File: src/rtl/icw_sequencer.sv
// Initialization command word sequencer for an 8259-style interrupt controller.
// Captures bus writes, commits them when the write strobe ends, and walks ICW1..ICW4 before accepting OCWs.
module icw_sequencer (
    input  logic       clk,
    input  logic       rstn,
    input  logic       csn,
    input  logic       wrn,
    input  logic       rdn,
    input  logic       a0,
    input  logic [7:0] din,
    output logic       init_done,
    output logic [2:0] seq_state,
    output logic [4:0] vec_base,
    output logic       ltim,
    output logic       sngl,
    output logic       ic4,
    output logic [7:0] icw3,
    output logic       aeoi,
    output logic       upm,
    output logic [7:0] imr,
    output logic       ocw2_stb,
    output logic [2:0] ocw2_cmd,
    output logic [2:0] ocw2_lvl,
    output logic       ris_sel,
    output logic       smm,
    output logic       poll_stb
);
    typedef enum logic [2:0] {
        S_IDLE  = 3'd0,
        S_ICW2  = 3'd1,
        S_ICW3  = 3'd2,
        S_ICW4  = 3'd3,
        S_READY = 3'd4
    } state_t;

    state_t     state_q, state_d;
    logic [8:0] cap_q, cap_d;
    logic       valid_q, valid_d;
    logic [4:0] vec_base_q, vec_base_d;
    logic       ltim_q, ltim_d, sngl_q, sngl_d, ic4_q, ic4_d;
    logic [7:0] icw3_q, icw3_d, imr_q, imr_d;
    logic       aeoi_q, aeoi_d, upm_q, upm_d;
    logic [2:0] ocw2_cmd_q, ocw2_cmd_d, ocw2_lvl_q, ocw2_lvl_d;
    logic       ris_sel_q, ris_sel_d, smm_q, smm_d;
    logic       ocw2_stb_q, ocw2_stb_d, poll_stb_q, poll_stb_d;

    logic       commit, cap_a0, is_icw1, in_ready, data_wr;
    logic [7:0] cap_din;

    // A commit is the first edge after the strobe ends with a capture still pending.
    assign commit   = wrn && valid_q;
    assign cap_a0   = cap_q[8];
    assign cap_din  = cap_q[7:0];
    assign is_icw1  = commit && !cap_a0 && cap_din[4];
    assign in_ready = commit && !is_icw1 && (state_q == S_READY);
    assign data_wr  = commit && cap_a0;

    // Capture / abort of the write strobe.
    always_comb begin
        cap_d   = cap_q;
        valid_d = valid_q;
        if (!wrn) begin
            if (!csn && rdn) begin
                cap_d   = {a0, din};
                valid_d = 1'b1;
            end else begin
                valid_d = 1'b0;
            end
        end else if (valid_q) begin
            valid_d = 1'b0;
        end
    end

    always_ff @(posedge clk or negedge rstn) begin
        if (!rstn) begin
            state_q <= S_IDLE;
        end else begin
            state_q <= state_d;
        end
    end

    always_comb begin
        state_d = state_q;
        if (is_icw1) begin
            state_d = S_ICW2;
        end else if (data_wr) begin
            case (state_q)
                S_ICW2:  state_d = !sngl_q ? S_ICW3 : (ic4_q ? S_ICW4 : S_READY);
                S_ICW3:  state_d = ic4_q ? S_ICW4 : S_READY;
                S_ICW4:  state_d = S_READY;
                default: state_d = state_q;
            endcase
        end
    end

    always_comb begin
        seq_state = state_q;
        init_done = (state_q == S_READY);
    end

    always_comb begin
        vec_base_d = vec_base_q;
        ltim_d     = ltim_q;
        sngl_d     = sngl_q;
        ic4_d      = ic4_q;
        icw3_d     = icw3_q;
        aeoi_d     = aeoi_q;
        upm_d      = upm_q;
        imr_d      = imr_q;
        ocw2_cmd_d = ocw2_cmd_q;
        ocw2_lvl_d = ocw2_lvl_q;
        ris_sel_d  = ris_sel_q;
        smm_d      = smm_q;
        ocw2_stb_d = 1'b0;
        poll_stb_d = 1'b0;
        if (is_icw1) begin
            ltim_d    = cap_din[3];
            sngl_d    = cap_din[1];
            ic4_d     = cap_din[0];
            imr_d     = 8'h00;
            ris_sel_d = 1'b0;
            smm_d     = 1'b0;
            aeoi_d    = 1'b0;
            upm_d     = 1'b0;
        end else if (data_wr && state_q == S_ICW2) begin
            vec_base_d = cap_din[7:3];
        end else if (data_wr && state_q == S_ICW3) begin
            icw3_d = cap_din;
        end else if (data_wr && state_q == S_ICW4) begin
            aeoi_d = cap_din[1];
            upm_d  = cap_din[0];
        end else if (in_ready && cap_a0) begin
            imr_d = cap_din;
        end else if (in_ready && cap_din[4:3] == 2'b00) begin
            ocw2_cmd_d = cap_din[7:5];
            ocw2_lvl_d = cap_din[2:0];
            ocw2_stb_d = 1'b1;
        end else if (in_ready && cap_din[4:3] == 2'b01) begin
            if (cap_din[1]) ris_sel_d = cap_din[0];
            if (cap_din[6]) smm_d = cap_din[5];
            poll_stb_d = cap_din[2];
        end
    end

    always_ff @(posedge clk or negedge rstn) begin
        if (!rstn) begin
            cap_q      <= 9'd0;
            valid_q    <= 1'b0;
            vec_base_q <= 5'd0;
            ltim_q     <= 1'b0;
            sngl_q     <= 1'b0;
            ic4_q      <= 1'b0;
            icw3_q     <= 8'h00;
            aeoi_q     <= 1'b0;
            upm_q      <= 1'b0;
            imr_q      <= 8'hFF;
            ocw2_cmd_q <= 3'd0;
            ocw2_lvl_q <= 3'd0;
            ris_sel_q  <= 1'b0;
            smm_q      <= 1'b0;
            ocw2_stb_q <= 1'b0;
            poll_stb_q <= 1'b0;
        end else begin
            cap_q      <= cap_d;
            valid_q    <= valid_d;
            vec_base_q <= vec_base_d;
            ltim_q     <= ltim_d;
            sngl_q     <= sngl_d;
            ic4_q      <= ic4_d;
            icw3_q     <= icw3_d;
            aeoi_q     <= aeoi_d;
            upm_q      <= upm_d;
            imr_q      <= imr_d;
            ocw2_cmd_q <= ocw2_cmd_d;
            ocw2_lvl_q <= ocw2_lvl_d;
            ris_sel_q  <= ris_sel_d;
            smm_q      <= smm_d;
            ocw2_stb_q <= ocw2_stb_d;
            poll_stb_q <= poll_stb_d;
        end
    end

    assign vec_base = vec_base_q;
    assign ltim     = ltim_q;
    assign sngl     = sngl_q;
    assign ic4      = ic4_q;
    assign icw3     = icw3_q;
    assign aeoi     = aeoi_q;
    assign upm      = upm_q;
    assign imr      = imr_q;
    assign ocw2_cmd = ocw2_cmd_q;
    assign ocw2_lvl = ocw2_lvl_q;
    assign ris_sel  = ris_sel_q;
    assign smm      = smm_q;
    assign ocw2_stb = ocw2_stb_q;
    assign poll_stb = poll_stb_q;
endmodule

File: config.mk
export PLATFORM = sky130hd
export DESIGN_NAME = icw_sequencer
export DESIGN_NICKNAME = d
export VERILOG_FILES = /design/src/rtl/icw_sequencer.sv
export SDC_FILE = /design/constraint.sdc
export NUM_CORES = 1
export LEC_CHECK = 0
export BUFFER_PORTS_ARGS = -buffer_cell sky130_fd_sc_hd__buf_2
export CAP_MARGIN = 20
export CORE_UTILIZATION = 47
export CTS_CLUSTER_DIAMETER = 100
export DETAILED_ROUTE_END_ITERATION = 12
export HOLD_SLACK_MARGIN = 0.06
export PLACE_DENSITY_LB_ADDON = 0.1
export SYNTH_ARGS = -nofsm -noshare
export SYNTH_HDL_FRONTEND = slang
export SYNTH_SLANG_ARGS = --single-unit
File: constraint.sdc
create_clock -name clk -period 1.6 [get_ports clk]
set_clock_uncertainty 0.15 [all_clocks]
set_input_delay 0.32 -clock clk [delete_from_list [all_inputs] [get_ports clk]]
set_output_delay 0.32 -clock clk [all_outputs]
set_load 0.03 [all_outputs]
==> flow_summary.ini <==
[run]
drv_cap = 0

[synthesis]
netlist_instances = 176
synth-seq-area-share_pct = 58.2
synth.area.top_cells = dfrtp_1 48%, mux2_2 14%, dfstp_2 9.9%
synth_top_family_by_area = simple AND/OR/NAND/NOR gates
synth_edf_count = 0
synthAdderAreaFrac_pct = 0
yosys_register_bits = 49
synth_most_common_cell = dfrtp_1
synthMuxAreaShare_pct = 15.7
yosys.area_share.simple_pct = 18.4
synth_top_area_cell = dfrtp_1
synth_nets = 190
netlist_top_cells_count = 41 x dfrtp_1, 26 x mux2_2, 24 x nand2_1
synth.avg_cell_area_um2 = 12.1
synth_top_area_share_pct = 48.3
synth_compound_area_share_pct = 4.12
synth.distinct_cells = 35
yosys_warnings = 0
synth-xor-area-share_pct = 0
syn_area_um2 = 2130
synth-main-ff-cell = dfrtp_1
synth_async_sr_flop_share_pct = 100

[timing]
worst_pin_slew_ns = 0.284
worst_slack_ns = -0.184
slew_violations = 0
setup_viol = 16
rsz0062_at_grt = yes
finalHoldViolations = 0
max_freq_mhz = 560
relSlewSlack_pct = 81.0
min_period_ns = 1.78
finalCritPeriodShare_pct = 112

[hold_path]
hp-start = din[4]
holdCritPathClass = primary input to flip-flop

[global_routing]
grt_overflow = 0
grt_max_degree = 50
gr-usage-all-layers_pct = 22.3
grt_pass1_wl_mm = 8.38
antenna_found_initial = 0
grt_pass1_vias = 1752

[route]
route.detailed.drc = 0
viasPerCell = 5.46
wl_per_cell_um = 16.3
vias = 1670
drt-initial-drc-count = 99
routed_wl_mm = 4.98
drtPass1Iterations = 4
postRouteAntennaNets = 0

[critical_path]
crit_path_start = seq_state[0]
critPathArrivalTime_ns = 1.31
required_ns = 1.13
crit_path_end_kind = primary output
r2r-start = seq_state[0]
crit_fanout = 2
critPathKind = flip-flop to primary output
start_kind = flip-flop

[clocking]
clock_latency_ns = 0.30
cts_sinks = 49
cts_buffers = 5
htreeDepth = 2
clk_pin_slew_ns = 0.09
cts.path.max_buffers = 2
cts_root_buf = clkbuf_8
cts_tree = built

[placement]
portBuffers = 53
detailed_place_hpwl_mm = 3.55
place_area_um2 = 2610
gp_congestion = 0.835

[finish]
area_growth_pct = 32.5
num-nets-final = 267
fin_util_pct = 64.7
fill_cells = 368
antenna_cells = 0
drive_gt1_share_pct = 53.1
post-route-cell-area_um2 = 2820
multi_input_area_um2 = 885
regArea_um2 = 1240

[die]
die_x_um = 69.3
chipHeight_um = 69.3
die_area_um2 = 4800
ioPinCount = 54
core_um2 = 4350
initial_core_util_pct = 48.8
rows = 24

[pwr]
p_per_area_nw_per_um2 = 1380
p_leak_nw = 1.42
switching_share_pct = 38.2
worst_ir_drop_vdd_mv = 0.713
power.clock.fraction_pct = 20.3
pwr-share-seq_pct = 43.4
intPower_mw = 2.40
power.switching_mw = 1.48
p_comb_share_pct = 36.3

[run_status]
outcome = complete, but fails checks
violations = setup timing
state kept, by name (all words and copies together), names as in the netlist:
register and count:
cap_q 9, icw3 8, imr 8, vec_base 5, ocw2_cmd 3, ocw2_lvl 3, seq_state 3, aeoi 1
ic4 1, ltim 1, ocw2_stb 1, poll_stb 1, ris_sel 1, smm 1, sngl 1, upm 1
valid_q 1
path summary, 6_finish.rpt:
| check | endpoint | slack, ns | depth (start not counted) |
|---|---|---|---|
| max | init_done | -0.18 | 3 |
| min | cap_q[4] | 0.08 | 3 |
| max reg2reg | poll_stb | -0.12 | 4 |
| min reg2reg | imr[1] | 0.33 | 2 |
| max in group asynchronous | imr[5] | 0.67 | 3 |
| min in group asynchronous | ocw2_stb | 0.35 | 3 |
final cells by class:
cell class	count	share of cell area [%]
sequential	49	44.0
multi-input combinational	111	31.4
timing repair buffer	81	18.0
clock buffer	6	2.93
tap	52	2.31
inverter	5	0.710
clock inverter	2	0.622
power by group through the flow:
stage	sequential [mW]	combinational, mW	clock, mW
after floorplan	2.06	0.517	0
after global placement	1.70	1.32	0
after detailed placement	1.71	1.35	0
after CTS	1.68	1.39	0.803
after global routing	1.73	1.50	0.849
final	1.69	1.41	0.789
logic make-up after synthesis:
logic type / after synthesis
simple gates: 67
flops: 49
compound gates: 14
mux: 30
buf+inv: 16
what timing repair did:
action / in CTS / in global routing
gates resized for setup: 6 / 13
endpoints found under the hold margin: 41 / 0
endpoints found under the setup margin: 14 / 26
pin swaps: 1 / 2
hold buffers: 1 / 0
setup buffers: 2 / 1
per-layer routing:
layer  vias to the layer above  part of all wire, %  track usage (%)
met5                         -                    0                0
met4                         0                  1.5             9.07
met3                         7                  3.5             3.49
met2                        43                   51             38.9
met1                       836                   44             27.6
li1                        784                    -                -
critical path: stages, from the launching register on:
cell,delay [ns]
dfrtp_2,0.42
or3b_4,0.41
clkinv_2,0.07
buf_6,0.12
metrics by stage:
stage / TNS (ns) / instances / hold slack [ns] / total power [mW] / setup WS (ns)
3_3_place_gp: 0 / 294 / 0.169 / 3.02 / 0.0117
4_1_cts: -0.621 / 305 / 0.0691 / 3.88 / -0.188
6_report: -0.695 / 306 / 0.0759 / 3.89 / -0.184
5_1_grt: -1.48 / 306 / 0.0834 / 4.08 / -0.223
2_1_floorplan: -3.31 / 176 / -0.126 / 2.58 / -0.226
3_5_place_dp: -0.222 / 294 / 0.172 / 3.06 / -0.0356
cells in the final DEF (no fill, tap or decap), drive strengths merged:
cell / netlist / routed
or3b: 1 / 1
nand2: 24 / 24
a21o: 1 / 1
a21oi: 1 / 1
and2: 1 / 1
dlygate4sd3: 0 / 1
nor2b: 2 / 2
o22ai: 1 / 1
or3: 1 / 1
clkinv: 1 / 2
nand4b: 4 / 4
and4: 1 / 1
dfrtp: 41 / 41
o211a: 1 / 1
o2111ai: 1 / 1
o211ai: 1 / 1
nor4: 3 / 3
nor3: 4 / 4
inv: 4 / 5
mux2: 26 / 26
dfstp: 8 / 8
buf: 5 / 80
and4b: 1 / 1
clkbuf: 6 / 6
nand4: 8 / 8
and3: 2 / 2
o31ai: 1 / 1
nand3: 14 / 14
mux2i: 4 / 4
nor3b: 1 / 1
o21ai: 7 / 7
Power figures use the tool's default switching activity.
